$ cat src/rtl/tlc_monitor.sv
// Passive checker for traffic-light lamp outputs: decodes phase, tracks lock to the legal
// cycle, flags sequence/dwell errors. Define TLC_MON_STICKY_EN to add the err_sticky port.
module tlc_monitor #(
  parameter int MIN_DWELL = 1,
  parameter int MAX_DWELL = 8,
  parameter int ERR_W     = 8,
  parameter int CYC_W     = 16
) (
  input  logic             clk,
  input  logic             reset,
  input  logic             red,
  input  logic             yellow,
  input  logic             green,
  output logic [2:0]       phase,
  output logic             locked,
  output logic             err_seq,
  output logic             err_dwell,
  output logic [ERR_W-1:0] err_cnt,
  output logic [CYC_W-1:0] cycle_cnt
`ifdef TLC_MON_STICKY_EN
  ,
  output logic             err_sticky
`endif
);

  typedef enum logic [2:0] {
    PH_IDLE = 3'b000,
    PH_R    = 3'b001,
    PH_RY   = 3'b010,
    PH_G    = 3'b011,
    PH_GY   = 3'b100,
    PH_BAD  = 3'b111
  } phase_e;

  typedef enum logic {UNLOCKED, LOCKED} lock_e;

  localparam int DW_W = $clog2(MAX_DWELL + 2);
  localparam logic [DW_W-1:0] DW_MIN = DW_W'(MIN_DWELL);
  localparam logic [DW_W-1:0] DW_MAX = DW_W'(MAX_DWELL);
  localparam logic [DW_W-1:0] DW_SAT = DW_W'(MAX_DWELL + 1);

  phase_e            phase_q, dec;
  lock_e             state_q, state_d;
  logic [DW_W-1:0]   dwell_q, dwell_d;
  logic              seq_q, seq_d, dw_q, dw_d;
  logic [ERR_W-1:0]  err_cnt_q, err_cnt_d;
  logic [CYC_W-1:0]  cyc_q, cyc_d;
  logic              changed, legal, active;

  always_comb begin
    case ({red, yellow, green})
      3'b000:  dec = PH_IDLE;
      3'b100:  dec = PH_R;
      3'b110:  dec = PH_RY;
      3'b001:  dec = PH_G;
      3'b011:  dec = PH_GY;
      default: dec = PH_BAD;
    endcase
  end

  assign changed = (dec != phase_q);
  assign legal   = changed && ((phase_q == PH_IDLE && dec == PH_R)  ||
                               (phase_q == PH_R    && dec == PH_RY) ||
                               (phase_q == PH_RY   && dec == PH_G)  ||
                               (phase_q == PH_G    && dec == PH_GY) ||
                               (phase_q == PH_GY   && dec == PH_R));
  // Dwell rules only apply to a real lamp phase while the sequence is trusted.
  assign active  = (state_q == LOCKED) && (phase_q != PH_IDLE) && (phase_q != PH_BAD);

  always_comb begin
    // NOTE: every output of this block gets a default first so no path can infer a latch.
    state_d   = state_q;
    dwell_d   = dwell_q;
    seq_d     = 1'b0;
    dw_d      = 1'b0;
    err_cnt_d = err_cnt_q;
    cyc_d     = cyc_q;

    if (changed)
      dwell_d = DW_W'(1);
    else if (dwell_q != DW_SAT)
      dwell_d = dwell_q + DW_W'(1);

    if (dec == PH_BAD) begin
      if (changed) begin
        seq_d   = 1'b1;
        state_d = UNLOCKED;
      end
    end else if (changed) begin
      if (dec == PH_IDLE) begin
        state_d = UNLOCKED;
      end else if (legal) begin
        if (dec == PH_R) begin
          state_d = LOCKED;
          if (state_q == LOCKED && phase_q == PH_GY)
            cyc_d = cyc_q + CYC_W'(1);
        end
      end else if (state_q == LOCKED) begin
        seq_d   = 1'b1;
        state_d = UNLOCKED;
      end
    end

    if (active) begin
      if (changed && dwell_q < DW_MIN)
        dw_d = 1'b1;
      if (!changed && dwell_q == DW_MAX)
        dw_d = 1'b1;
    end

    if ((seq_d || dw_d) && err_cnt_q != '1)
      err_cnt_d = err_cnt_q + ERR_W'(1);
  end

  // NOTE: state registers use non-blocking assignments and an async reset in the sensitivity list.
  always_ff @(posedge clk or posedge reset) begin
    if (reset) begin
      phase_q   <= PH_IDLE;
      state_q   <= UNLOCKED;
      dwell_q   <= '0;
      seq_q     <= 1'b0;
      dw_q      <= 1'b0;
      err_cnt_q <= '0;
      cyc_q     <= '0;
    end else begin
      phase_q   <= dec;
      state_q   <= state_d;
      dwell_q   <= dwell_d;
      seq_q     <= seq_d;
      dw_q      <= dw_d;
      err_cnt_q <= err_cnt_d;
      cyc_q     <= cyc_d;
    end
  end

`ifdef TLC_MON_STICKY_EN
  logic sticky_q;
  always_ff @(posedge clk or posedge reset) begin
    if (reset)
      sticky_q <= 1'b0;
    else if (seq_d || dw_d)
      sticky_q <= 1'b1;
  end
  assign err_sticky = sticky_q;
`endif

  assign phase     = phase_q;
  assign locked    = (state_q == LOCKED);
  assign err_seq   = seq_q;
  assign err_dwell = dw_q;
  assign err_cnt   = err_cnt_q;
  assign cycle_cnt = cyc_q;

endmodule

$ cat config.mk
export PLATFORM = sky130hd
export DESIGN_NAME = tlc_monitor
export DESIGN_NICKNAME = d
export VERILOG_FILES = /design/src/rtl/tlc_monitor.sv
export SDC_FILE = /design/constraint.sdc
export NUM_CORES = 1
export LEC_CHECK = 0
export CORE_MARGIN = 2
export CORE_UTILIZATION = 30
export CTS_CLUSTER_SIZE = 30
export DETAILED_ROUTE_END_ITERATION = 8
export PLACE_DENSITY = 0.53
export SLEW_MARGIN = 20
export SYNTH_ARGS = -nofsm -noshare
export SYNTH_HDL_FRONTEND = slang
export SYNTH_SLANG_ARGS = --single-unit
$ cat constraint.sdc
create_clock -name clk -period 3.7 [get_ports clk]
set_input_delay 0.37 -clock clk [delete_from_list [all_inputs] [get_ports clk]]
set_output_delay 0.37 -clock clk [all_outputs]
set_load 0.01 [all_outputs]
==> impl_results.md <==
- Status: finished clean
- Leakage: 1.09 nW
- FP Rows: 29
- R2R Path End: err_cnt[6]
- Vias in the first global route: 1415
- Worst-path cell chain: clkdlybuf4s50_1 > or4_4 > a31oi_1 > o32ai_1 > nand3_1 > a211oi_1 > mux2_1
- Synth area leader: dfrtp_1
- Max transition margin: 60.1%
- Die width: 84.0 um
- Reg2reg path depth: 6
- Hold wc startpoint: cycle_cnt[15]
- Detailed Place HPWL: 2640 um
- Setup bufs post-CTS: 0
- Layout cells sized above 1: 13.0%
- Core area: 0.00628 sq mm
- Synth top area cells: dfrtp_1 44%, xnor2_1 4.6%, nand2_1 4.1%
- Detailed-route wire length: 3750 um
- Clock-pin slew on the worst setup and hold paths: 0.07 ns
- Max Cap Viol: 0
- P&R area growth vs syn: 26.5%
- Setup Skew: 0.00314 ns
- Maximum vdd drop: 0.217 mV
- Post-synth top area share: 44.3%
- Height of the die: 84.0 um
- M1 wire length: 1830 um
- Top delay family on crit path: compound AO/OA/AOI/OAI gates
- H-tree Lvls: 2
- Slew @ Worst Pin: 0.596 ns
- Post-Syn Nets: 198
- Hold depth: 1
- Hold crit path type: reg2reg
- # DRC: 0
- Post-layout nets: 233
- Routed via count: 1448
- Crit end category: flop
- Antenna violations before repair: 0
- Crit path launch type: input pin
- Crit path buf inv count: 1
- Pre-CTS WS: 0.847 ns
- DR WL met3: 141 um
- Bufs on Longest Clock Path: 2
- Detail Route Antenna Nets: 0
- Mapped Cells: 187
- Sequential share of the synthesized area: 44.3%
- Die area: 0.00705 sq mm
- Pin count of the biggest net entering global routing: 35
- DR pass1 iterations: 4
- # resized after CTS: 0
- Clock sinks: 34
- Worst setup margin: 1.15 ns
- Clk_lat worst skew: 0.29 ns
- Effective utilization at floorplan: 30.6%
- Final Hold Fails: 0
- Worst EP required: 3.87 ns
- I/O Pins: 35
- Port Buffer Count: 34
- GRT Util Overall: 12.0%
- Fmax: 392 MHz
- Ys Warns: 0
- Worst path slowest cell: clkdlybuf4s50_1
- Top sig layer: met4
- GP Congestion: 0.801
- Post-CTS Hold Fix Bufs: 0
- Distinct cells, synth: 45
- GRT overflow: 0
- Pwr/cell area: 423 mW/mm^2
- 1st-iter DRT viols: 73
- Yosys reg bits: 34
- CTS tree: done
- Worst path max stage delay: 0.71 ns
- CTS Buf Count: 5
- DR WL met2: 1700 um
- Critical R2R Launch: phase[0]
- Worst EP arrival: 2.72 ns
- Worst Hold End: cycle_cnt[15]
- Root buf cell: clkbuf_8
- TNS Setup: 0 ns
- Slew Viols, Final: 0
- First-pass GRT wire length: 6850 um
- Vias/cell: 4.83
- RSZ-0062 raised after global routing: no
- Critical path type: in2reg
- # setup viols final: 0
- Crit path time final: 2.55 ns
- FF-to-FF setup slack: 1.29 ns
- Number of antenna diodes: 0
- Post-Syn Area: 0.00192 sq mm
- WL/cell: 12.5 um
- Syn_area_per_cell: 10.3 sq um
- Part of the cycle the worst path needs: 68.9%
- Critical path fanouts, max: 13
==> cells in the mapped netlist (all sizes together) <==
master	number
dfrtp	34
nand2	21
nor2	13
a21oi	11
inv	11
nand3	11
xnor2	11
xor2	9
mux2	8
buf	6
ha	6
o21ai	6
and3	4
nand3b	4
nand4	4
a211oi	3
nor3	3
mux2i	2
nand2b	2
nand4bb	2
o32ai	2
or2	2
or3b	2
a21boi	1
a31oi	1
and2	1
and4	1
clkbuf	1
nor3b	1
nor4	1
o32a	1
or4	1
or4b	1
==> area by class of cell <==
class / count / area (sq um)
fill: 623 / 3850
multi-input combinational: 135 / 982
sequential: 34 / 851
timing repair buffer: 35 / 348
clock buffer: 8 / 110
tap: 77 / 96.3
inverter: 11 / 41.3
==> worst register-to-register path: stages (launching register included) <==
cell and delay [ns]:
dfrtp_1 0.61, nor3_1 0.12, or4b_1 0.56, nor3b_2 0.27
mux2i_4 0.14, a211oi_1 0.26, mux2_1 0.34
==> power by group <==
part / switching (W) / internal, W / total (W)
Sequential: 0.0000619 / 0.000414 / 0.000475
Clock: 0.000136 / 0.000188 / 0.000324
Combinational: 0.000101 / 0.000126 / 0.000227
Total: 0.000299 / 0.000728 / 0.00103
==> per-layer routing <==
| metal | GRT usage, % | vias up |
|---|---|---|
| met5 | 0 | - |
| met4 | 5.28 | 0 |
| met3 | 2.97 | 9 |
| met2 | 17.5 | 29 |
| met1 | 16.7 | 694 |
| li1 | - | 716 |
==> worst max path at each step <==
stage | startpoint | endpoint | depth (start not counted) | slack, ns
2_1_floorplan | phase[0] | err_cnt[4] | 7 | 1.50
3_3_place_gp | yellow | cycle_cnt[14] | 7 | 0.86
3_5_place_dp | yellow | cycle_cnt[14] | 7 | 0.85
4_1_cts | yellow | cycle_cnt[14] | 7 | 1.15
5_1_grt | yellow | err_cnt[6] | 7 | 0.88
6_report | yellow | err_cnt[6] | 7 | 1.15
==> cells in the final DEF (no fill, tap or decap), types with 2 or more instances in the layout <==
cell type / n
a21oi_1: 11
nand2b_1: 2
nand2_1: 21
a211oi_1: 3
nand4_1: 2
nand3_1: 10
ha_1: 6
nor3_1: 2
clkdlybuf4s50_1: 34
and3_1: 4
dfrtp_1: 34
nor2_1: 12
nand3b_1: 4
xnor2_1: 10
inv_1: 11
mux2_1: 2
mux2_2: 6
nand4bb_1: 2
clkbuf_8: 8
o21ai_0: 6
o32ai_1: 2
xor2_1: 9
==> through the flow <==
stage / hold WS (ns) / cells / utilization [%] / power (W) / instance area [sq um]
global route: 0.480 / 300 / 38.7 / 0.00110 / 2430
CTS: 0.473 / 300 / 38.7 / 0.00104 / 2430
detailed placement: 0.461 / 292 / 36.9 / 0.000712 / 2320
global placement: 0.459 / 292 / 36.9 / 0.000713 / 2320
finish: 0.471 / 300 / 38.7 / 0.00103 / 2430
floorplan: 0.504 / 187 / - / 0.000598 / 1920
==> cell families (layout without fill, tap and decap cells) <==
kind of cell               count (synthesis)  in the layout  synth area share [%]
buffers and inverters                     18             54                  4.50
and+or+nand+nor                           74             74                  23.3
muxes                                     10             10                  6.39
DFF                                       34             34                  44.3
xor gates and xnor gates                  20             20                  9.52
adders and majority gates                  6              6                  3.91
AOI/OAI and AO/OA                         25             25                  8.02
==> state kept, by name, indices dropped and copies added, names as in the netlist <==
signal,cells
cycle_cnt,16
err_cnt,8
dwell_q,4
phase,3
err_dwell,1
err_seq,1
locked,1
No activity file was read; power rests on OpenSTA's default activity.
